$ cat config.mk
export PLATFORM = sky130hd
export DESIGN_NAME = quad_decoder
export DESIGN_NICKNAME = d
export VERILOG_FILES = /design/src/rtl/quad_pkg.sv /design/src/rtl/quad_channel.sv /design/src/rtl/quad_decoder.sv
export SDC_FILE = /design/constraint.sdc
export NUM_CORES = 1
export LEC_CHECK = 0
export ABC_AREA = 1
export CORE_MARGIN = 10
export CORE_UTILIZATION = 50
export CTS_BUF_LIST = sky130_fd_sc_hd__clkbuf_2
export DETAILED_ROUTE_END_ITERATION = 8
export PLACE_DENSITY = 0.68
export SLEW_MARGIN = 20
export SYNTH_ARGS = -nofsm -noshare
export SYNTH_HDL_FRONTEND = slang
export SYNTH_SLANG_ARGS = --single-unit
$ cat constraint.sdc
create_clock -name clk -period 6.7 [get_ports clk]
set_input_delay 1.34 -clock clk [delete_from_list [all_inputs] [get_ports clk]]
set_output_delay 1.34 -clock clk [all_outputs]
set_load 0.03 [all_outputs]
$ cat src/rtl/quad_pkg.sv
// Shared types and helpers for the quadrature decoder.
//   ch_state_e  : per-channel state (StInit while filters settle, StTrack once decoding)
//   step_e      : classification of one debounced A/B transition
//   gray_step   : classify prev -> cur A/B pair; forward order is 00 -> 10 -> 11 -> 01 -> 00
//   steps_legal : accepted steps-per-detent ratios
package quad_pkg;

   typedef enum logic {
      StInit,
      StTrack
   } ch_state_e;

   typedef enum logic [1:0] {
      StepNone,
      StepFwd,
      StepRev,
      StepIllegal
   } step_e;

   // Arguments are {a, b}.
   function automatic step_e gray_step(input logic [1:0] prev, input logic [1:0] cur);
      step_e s;
      if (prev == cur) begin
         s = StepNone;
      end else if ((prev[1] != cur[1]) && (prev[0] != cur[0])) begin
         s = StepIllegal;
      end else begin
         case ({prev, cur})
            4'b0010, 4'b1011, 4'b1101, 4'b0100: s = StepFwd;
            default:                            s = StepRev;
         endcase
      end
      return s;
   endfunction

   function automatic bit steps_legal(input int unsigned steps);
      return (steps == 1) || (steps == 2) || (steps == 4);
   endfunction

endpackage

$ cat src/rtl/quad_channel.sv
// One encoder channel: pin synchronisers, three debounce filters (A, B, switch),
// INIT/TRACK FSM, signed sub-detent accumulator and bounded position register.
// Ports:
//   clk, rst_n          clock, asynchronous active-low reset
//   in_a, in_b, switch  raw pins
//   clr                 synchronous clear of pos, acc and err
//   up, down, press     one-cycle registered pulses
//   button              debounced switch level
//   pos                 position, POS_MIN..POS_MAX
//   err                 sticky illegal-transition flag
module quad_channel
   import quad_pkg::*;
#(
   parameter int unsigned SYNC_STAGES = 2,
   parameter int unsigned DEB_CYCLES  = 1000,
   parameter int unsigned STEPS       = 4,
   parameter int unsigned POS_W       = 8,
   parameter int unsigned POS_MIN     = 0,
   parameter int unsigned POS_MAX     = 255,
   parameter bit          WRAP        = 1'b0
) (
   input  logic             clk,
   input  logic             rst_n,
   input  logic             in_a,
   input  logic             in_b,
   input  logic             switch,
   input  logic             clr,
   output logic             up,
   output logic             down,
   output logic             button,
   output logic             press,
   output logic [POS_W-1:0] pos,
   output logic             err
);

   localparam int unsigned DebW     = (DEB_CYCLES > 1) ? $clog2(DEB_CYCLES) : 1;
   localparam logic [DebW-1:0] DebLast = DebW'(DEB_CYCLES - 1);
   localparam int unsigned InitLen  = SYNC_STAGES + DEB_CYCLES + 1;
   localparam int unsigned InitW    = $clog2(InitLen);
   localparam logic [InitW-1:0] InitLast = InitW'(InitLen - 1);
   localparam logic [POS_W-1:0] PosMin = POS_W'(POS_MIN);
   localparam logic [POS_W-1:0] PosMax = POS_W'(POS_MAX);
   // acc is 3-bit two's complement; the sum is taken one bit wider so +4 is representable.
   localparam logic [3:0] StepsUp = 4'(STEPS);
   localparam logic [3:0] StepsDn = 4'(16 - STEPS);

   // Pin index: 0 = A, 1 = B, 2 = switch.
   logic [2:0]                  pins;
   logic [2:0][SYNC_STAGES-1:0] sync_q, sync_d;
   logic [2:0]                  synced;
   logic [2:0][DebW-1:0]        deb_cnt_q, deb_cnt_d;
   logic [2:0]                  deb_q, deb_d;

   ch_state_e        state_q, state_d;
   logic [InitW-1:0] init_cnt_q, init_cnt_d;
   logic [1:0]       prev_q, prev_d;
   logic             prev_sw_q, prev_sw_d;
   logic [2:0]       acc_q, acc_d;
   logic [POS_W-1:0] pos_q, pos_d;
   logic             err_q, err_d;
   logic             up_q, up_d;
   logic             down_q, down_d;
   logic             press_q, press_d;

   logic [1:0] cur;
   step_e      step;
   logic [3:0] delta;
   logic [3:0] acc_sum;

   assign pins = {switch, in_b, in_a};
   assign cur  = {deb_q[0], deb_q[1]};

   // Synchronisers and debounce filters.
   always_comb begin
      sync_d    = sync_q;
      deb_cnt_d = '0;
      deb_d     = deb_q;
      synced    = '0;
      for (int p = 0; p < 3; p++) begin
         sync_d[p] = {sync_q[p][SYNC_STAGES-2:0], pins[p]};
         synced[p] = sync_q[p][SYNC_STAGES-1];
         if (synced[p] != deb_q[p]) begin
            if (deb_cnt_q[p] == DebLast) begin
               deb_d[p] = ~deb_q[p];
            end else begin
               deb_cnt_d[p] = deb_cnt_q[p] + DebW'(1);
            end
         end
      end
   end

   // Channel FSM, accumulator and position.
   always_comb begin
      state_d    = state_q;
      init_cnt_d = init_cnt_q;
      prev_d     = prev_q;
      prev_sw_d  = prev_sw_q;
      acc_d      = acc_q;
      pos_d      = pos_q;
      err_d      = err_q;
      up_d       = 1'b0;
      down_d     = 1'b0;
      press_d    = 1'b0;
      step       = gray_step(prev_q, cur);
      delta      = 4'd0;
      acc_sum    = 4'd0;

      case (state_q)
         StInit: begin
            if (init_cnt_q == InitLast) begin
               init_cnt_d = '0;
               prev_d     = cur;
               prev_sw_d  = deb_q[2];
               state_d    = StTrack;
            end else begin
               init_cnt_d = init_cnt_q + InitW'(1);
            end
         end
         StTrack: begin
            prev_d    = cur;
            prev_sw_d = deb_q[2];
            press_d   = deb_q[2] & ~prev_sw_q;
            if (step == StepFwd) begin
               delta = 4'b0001;
            end else if (step == StepRev) begin
               delta = 4'b1111;
            end
            acc_sum = {acc_q[2], acc_q} + delta;
            if (step == StepIllegal) begin
               err_d = 1'b1;
               acc_d = '0;
            end else if ((step == StepFwd) || (step == StepRev)) begin
               if (acc_sum == StepsUp) begin
                  up_d  = 1'b1;
                  acc_d = '0;
                  if (pos_q == PosMax) begin
                     pos_d = WRAP ? PosMin : PosMax;
                  end else begin
                     pos_d = pos_q + POS_W'(1);
                  end
               end else if (acc_sum == StepsDn) begin
                  down_d = 1'b1;
                  acc_d  = '0;
                  if (pos_q == PosMin) begin
                     pos_d = WRAP ? PosMax : PosMin;
                  end else begin
                     pos_d = pos_q - POS_W'(1);
                  end
               end else begin
                  acc_d = acc_sum[2:0];
               end
            end
         end
         default: state_d = StInit;
      endcase

      // Clear overrides the datapath but leaves the pulse of a coincident detent intact.
      if (clr) begin
         pos_d = PosMin;
         acc_d = '0;
         err_d = 1'b0;
      end
   end

   always_ff @(posedge clk or negedge rst_n) begin
      if (!rst_n) begin
         sync_q     <= '0;
         deb_cnt_q  <= '0;
         deb_q      <= '0;
         state_q    <= StInit;
         init_cnt_q <= '0;
         prev_q     <= '0;
         prev_sw_q  <= 1'b0;
         acc_q      <= '0;
         pos_q      <= PosMin;
         err_q      <= 1'b0;
         up_q       <= 1'b0;
         down_q     <= 1'b0;
         press_q    <= 1'b0;
      end else begin
         sync_q     <= sync_d;
         deb_cnt_q  <= deb_cnt_d;
         deb_q      <= deb_d;
         state_q    <= state_d;
         init_cnt_q <= init_cnt_d;
         prev_q     <= prev_d;
         prev_sw_q  <= prev_sw_d;
         acc_q      <= acc_d;
         pos_q      <= pos_d;
         err_q      <= err_d;
         up_q       <= up_d;
         down_q     <= down_d;
         press_q    <= press_d;
      end
   end

   assign up     = up_q;
   assign down   = down_q;
   assign press  = press_q;
   assign button = deb_q[2];
   assign pos    = pos_q;
   assign err    = err_q;

endmodule

$ cat src/rtl/quad_decoder.sv
// Multi-channel quadrature decoder: NUM_CH independent quad_channel instances.
// Ports:
//   clk, rst_n              clock, asynchronous active-low reset
//   in_a, in_b, switch      raw encoder pins, one bit per channel
//   clr                     per-channel synchronous clear
//   up, down, press         per-channel one-cycle pulses
//   button                  per-channel debounced switch level
//   pos                     packed positions, channel i at [i*POS_W +: POS_W]
//   err                     per-channel sticky illegal-transition flag
module quad_decoder
   import quad_pkg::*;
#(
   parameter int unsigned NUM_CH      = 2,
   parameter int unsigned SYNC_STAGES = 2,
   parameter int unsigned DEB_CYCLES  = 1000,
   parameter int unsigned STEPS       = 4,
   parameter int unsigned POS_W       = 8,
   parameter int unsigned POS_MIN     = 0,
   parameter int unsigned POS_MAX     = 255,
   parameter bit          WRAP        = 1'b0
) (
   input  logic                    clk,
   input  logic                    rst_n,
   input  logic [NUM_CH-1:0]       in_a,
   input  logic [NUM_CH-1:0]       in_b,
   input  logic [NUM_CH-1:0]       switch,
   input  logic [NUM_CH-1:0]       clr,
   output logic [NUM_CH-1:0]       up,
   output logic [NUM_CH-1:0]       down,
   output logic [NUM_CH-1:0]       button,
   output logic [NUM_CH-1:0]       press,
   output logic [NUM_CH*POS_W-1:0] pos,
   output logic [NUM_CH-1:0]       err
);

   if (!steps_legal(STEPS)) begin : g_bad_steps
      $error("quad_decoder: STEPS must be 1, 2 or 4");
   end

   for (genvar i = 0; i < NUM_CH; i++) begin : g_ch
      quad_channel #(
         .SYNC_STAGES (SYNC_STAGES),
         .DEB_CYCLES  (DEB_CYCLES),
         .STEPS       (STEPS),
         .POS_W       (POS_W),
         .POS_MIN     (POS_MIN),
         .POS_MAX     (POS_MAX),
         .WRAP        (WRAP)
      ) u_ch (
         .clk    (clk),
         .rst_n  (rst_n),
         .in_a   (in_a[i]),
         .in_b   (in_b[i]),
         .switch (switch[i]),
         .clr    (clr[i]),
         .up     (up[i]),
         .down   (down[i]),
         .button (button[i]),
         .press  (press[i]),
         .pos    (pos[i*POS_W +: POS_W]),
         .err    (err[i])
      );
   end

endmodule
After elaboration in Yosys (flattened, before gate mapping) --
Index checks and enable logic that the tools add are counted.
Word-level totals: bits in registers 136, logic and storage cells 230, bits of input ports 10
Operators by class: bitwise operators 12, mux-type cells 92, $add $sub $neg 14, reduce and logical (&&, ||, !) cells 30, equal/unequal tests 44
Operators with widths (count):
- two-way mux 10 bit | 14
- two-way mux 8 bit | 16
- adder 10 x 1 -> 10 bit, second input constant | 8
- equality test 10 bit, second input constant | 8
- two-way mux 3 bit | 12
- two-way mux 1 bit | 32
- equality test 4 bit, second input constant | 6
- two-way mux 4 bit | 6
- AND reduction 2 bit | 10
- adder 8 x 1 -> 8 bit, second input constant | 2
- equality test 4 x 3 -> 1 bit, second input constant | 4
- equality test 8 bit, second input constant | 2
- zero test 8 bit | 2
- two-way mux 2 bit | 8
- subtractor 8 x 1 -> 8 bit, second input constant | 2
- nonzero test 2 bit | 6
- nonzero test 3 bit | 4
- != test 1 bit | 10
- NOT 1 bit | 10
- adder 4 bit | 2
- equality test 2 bit, second input constant | 4
- equality test 4 x 2 -> 1 bit, second input constant | 2
- case mux 2 bit (2 select lines) | 2
- AND reduction 4 bit | 2
- other kinds (9) | 18

Depth between registers and ports, before layout --
depth after elaboration 17, depth in mapped cells 18

Modules after synthesis --
A second synthesis with hierarchy kept.
Second synthesis, totals: cell total of the unflattened synthesis 920, area total of the unflattened synthesis 7492.2 µm²
By module, submodules not included:
- quad_channel (g_ch[0].u_ch) | times used 1, cells an instance 461, seq. area each 1701.6 µm², area each 3748.6 µm²
- quad_channel (g_ch[1].u_ch) | times used 1, cells an instance 459, seq. area each 1701.6 µm², area each 3743.6 µm²

Worst setup path after synthesis --
OpenSTA, ideal clock, no wires.
path kind reg-to-reg, start reg g_ch[1].u_ch.deb_q[1], end reg g_ch[1].u_ch.pos_q[2], slack 4.199 ns, cell stages (with the launch flop) 16, arrival 2.372 ns, buffers on the path 1, setup time 0.129 ns, cells stage by stage dfrtp_1 buf_4 xnor2_1 inv_1 ha_1 ha_1 inv_1 fa_1 nand2_1 inv_1 nand2_1 inv_1 nand2_1 nand2_1 nand3_1 o21ai_0
Between the ends: cells in the longest elaborated chain, start to end 16, elaborated cells on any way between the ends 30
RTL lines:
- start: declaration | line quad_channel.sv:52 | logic [2:0] deb_q, deb_d;
- start signal: assignment | line quad_channel.sv:169 | deb_q <= '0;
- start signal: assignment | line quad_channel.sv:183 | deb_q <= deb_d;
- equality test 4 x 2 -> 1 bit (tied with other cells) | line quad_pkg.sv:28 | case ({prev, cur})
- OR reduction 4 bit | line quad_pkg.sv:28
- two-way mux 2 bit | line quad_pkg.sv:28
- two-way mux 2 bit | line quad_pkg.sv:25 | end else if ((prev[1] != cur[1]) && (prev[0] != cur[0])) begin
- two-way mux 2 bit (*) | line quad_pkg.sv:23 | if (prev == cur) begin
- equality test 2 bit | line quad_channel.sv:125, quad_channel.sv:132
- two-way mux 4 bit | line quad_channel.sv:125 | end else if (step == StepRev) begin
- two-way mux 4 bit | line quad_channel.sv:123 | if (step == StepFwd) begin
- two-way mux 4 bit | line quad_channel.sv:108 | case (state_q)
- adder 4 bit | line quad_channel.sv:128 | acc_sum = {acc_q[2], acc_q} + delta;
- equality test 4 x 3 -> 1 bit | line quad_channel.sv:133 | if (acc_sum == StepsUp) begin
- two-way mux 8 bit | line quad_channel.sv:133
- two-way mux 8 bit | line quad_channel.sv:132 | end else if ((step == StepFwd) || (step == StepRev)) begin
- two-way mux 8 bit | line quad_channel.sv:129 | if (step == StepIllegal) begin
- two-way mux 8 bit | line quad_channel.sv:108
- two-way mux 8 bit | line quad_channel.sv:158 | if (clr) begin
- end signal: assignment | line quad_channel.sv:175 | pos_q <= PosMin;
- end signal: assignment | line quad_channel.sv:189 | pos_q <= pos_d;
- end: declaration | line quad_channel.sv:59 | logic [POS_W-1:0] pos_q, pos_d;
Mark *: on every way between the ends. The rest lies on a longest branch, timed or not. The select of a mux whose other input is x is not followed. A chain may end at the register's enable or synchronous reset.

Final worst setup path --
start reg g_ch[1].u_ch.pos_q[3], end out pos[11]
RTL lines:
- end: declaration | line quad_decoder.sv:32 | output logic [NUM_CH*POS_W-1:0] pos,
No word-level cell between the ends.

==> impl_metrics.toml <==
[global_route]
track_usage = 0.142
grt_first_pass_wirelength_mm = 24.3
grt_pass1_vias = 5474
overflow = 0
grt_max_degree = 76
antenna_found_initial = 1

[clock_tree]
clk_pin_slew_worst_paths_ns = 0.20
cts_sinks = 136
ctsLongestPathBuffers = 2
cts_root_buf = "clkbuf_2"
htree_levels = 4
cts_buffers = 17
cts_tree = "yes"
cts_setup_buffers = 0
post_cts_resize_count = 0
cts_hold_buffers = 0
clock_latency_ns = 0.69

[cells_and_area]
final_common_cell = "nand2_1"
fill_cells = 1371
seqCellArea_um2 = 3400
area_delta_synth_final_pct = 9.77
layout_common_cells = "214 x nand2_1, 136 x dfrtp_1, 121 x inv_1, 117 x nor2_1, 77 x nand3_1"
fin_nets = 997
layout-drive-gt1-share = 0.0619
multi_input_area_um2 = 3360

[yosys]
ys_seq_area_frac = 0.462
syn_area_um2 = 7370
syn_avg_cell_area_um2 = 8.02
ys_ff_latch = 136
yosysWarnings = 0
synth_enable_flop_cells = 0
synth_ff_type = "dfrtp_1"
synth.distinct_cells = 41
synthArstFlopShare = 1.00
synthCells = 919
syn-num-nets = 959

[place]
gp_congestion = 0.877
port-buffer-count = 35
hpwl_mm = 9.66

[route]
totalWireLength_mm = 13.4
dr_total_vias = 5725
wl_per_cell_um = 11.6
drt_first_pass_iters = 4
drt_iter0_drc = 317
viasPerCell = 4.95
ant_nets = 0
drc_errors = 0

[sta]
fin_skew_ns = 0.0265
max_slew.worst_pin.slew_ns = 0.903
slew_headroom = 0.398
finalHoldViolCount = 0
fin_crit_sh = 0.503
finalSetupViolations = 0
drv_slew = 0
min_period_ns = 3.37
tns_ns = 0
max_freq_ghz = 0.297
holdWs_ns = 0.373
rsz0062_at_grt = "false"

[worst_setup_path]
start_kind = "flop"
endpoint_kind = "primary output"
path_cells = "clkdlybuf4s50_1"
slowest_delay_ns = 0.74
crit_family = "buffers and inverters"
critPathSlowestCell = "clkdlybuf4s50_1"
startpoint = "g_ch[1].u_ch.pos[3]"
crit_required_ns = 5.36
r2r_start = "g_ch[1].u_ch.deb_q[0]"
critPathKind = "flop to primary output"
crit_path_max_fanout = 6
arrival_ns = 2.03
critPathBufInv = 1

[die]
core_area_um2 = 14500
start_util = 0.509
dieArea_um2 = 20000
die_w_um = 141
io_pins = 36
die_y_um = 141
rows = 44

[run_status]
run_status = "finished clean"

[hold_path]
hold_path_startpoint = "g_ch[0].u_ch.sync_d[5]"
hp-class = "flop to flop"

[job]
drv_cap = 0

[power_and_ir_drop]
p_per_area_nw_per_um2 = 173
leakage_nw = 3.88
vdd_drop_max_uv = 118
-- cell type report --
type / count / area share
flip-flops and latches: 136 / 0.421
multi-input cells: 639 / 0.416
inverters: 127 / 0.0590
repair buffers: 36 / 0.0444
well taps: 184 / 0.0285
clock inverters: 14 / 0.0193
clock buffers: 18 / 0.0111
diodes: 2 / 0.000619
-- per-stage QoR --
step	cells	util	power [W]	setup WS, ns	cell area, um^2
floorplan	919	-	0.000886	4.20	7370
global placement	1122	0.541	0.000916	3.95	7830
detailed placement	1122	0.541	0.000918	3.91	7830
CTS	1154	0.558	0.00143	3.25	8080
global route	1156	0.558	0.00148	3.19	8090
finish	1156	0.558	0.00140	3.33	8090
-- kinds of logic after synthesis --
group                    share of synthesized area
multiplexers                               0.00153
adder cells (fa/ha/maj)                     0.0530
buffers and inverters                       0.0812
AND/OR/NAND/NOR                              0.292
flip-flops                                   0.462
XOR/XNOR                                    0.0571
AO/OA/AOI/OAI                               0.0533
-- metal layers --
metal,vias to the layer above,part of all wire,track usage
met3,15,0.050,0.0457
met2,94,0.44,0.216
met1,2618,0.50,0.189
li1,2998,-,-
met4,0,0.011,0.0420
met5,-,0,0
-- path summary, 6_finish.rpt --
check	endpoint	slack (ns)	cells after the start
worst max-delay path	pos[11]	3.33	1
max in group asynchronous	g_ch[1].u_ch.deb_cnt_q[19]	4.79	2
worst min-delay path	g_ch[0].u_ch.sync_q[5]	0.37	0
worst max register to register	g_ch[1].u_ch.pos[2]	3.94	14
worst min register to register	g_ch[0].u_ch.sync_q[5]	0.37	0
min in group asynchronous	g_ch[0].u_ch.pos[2]	0.59	1
-- synthesized netlist by cell type (all sizes together), types with 5 or more instances --
master	number	area [um^2]
nand2	219	845
dfrtp	136	3400
nor2	127	512
inv	126	473
nand3	78	395
nor3	39	215
xor2	37	324
o21ai	34	170
ha	28	350
a21oi	25	125
buf	16	116
nand4	12	96.3
xnor2	11	96.3
nor3b	6	45.0
o22ai	5	31.3
-- sequential cells by signal, indices dropped and copies added, names as in the netlist --
register              flops
g_ch.u_ch.acc_q           6
g_ch.u_ch.deb_cnt_q      60
g_ch.u_ch.deb_q           6
g_ch.u_ch.down            2
g_ch.u_ch.err             2
g_ch.u_ch.init_cnt_q     20
g_ch.u_ch.pos            16
g_ch.u_ch.press           2
g_ch.u_ch.prev_q          4
g_ch.u_ch.prev_sw_q       2
g_ch.u_ch.state_q         2
g_ch.u_ch.sync_d          6
g_ch.u_ch.sync_q          6
g_ch.u_ch.up              2
-- power by group --
part           switching [W]  total (W)  internal (W)
Clock               0.000297   0.000502      0.000205
Combinational      0.0000396  0.0000572     0.0000176
Sequential        0.00000939   0.000844      0.000834
(Power assumes the default switching activity.)
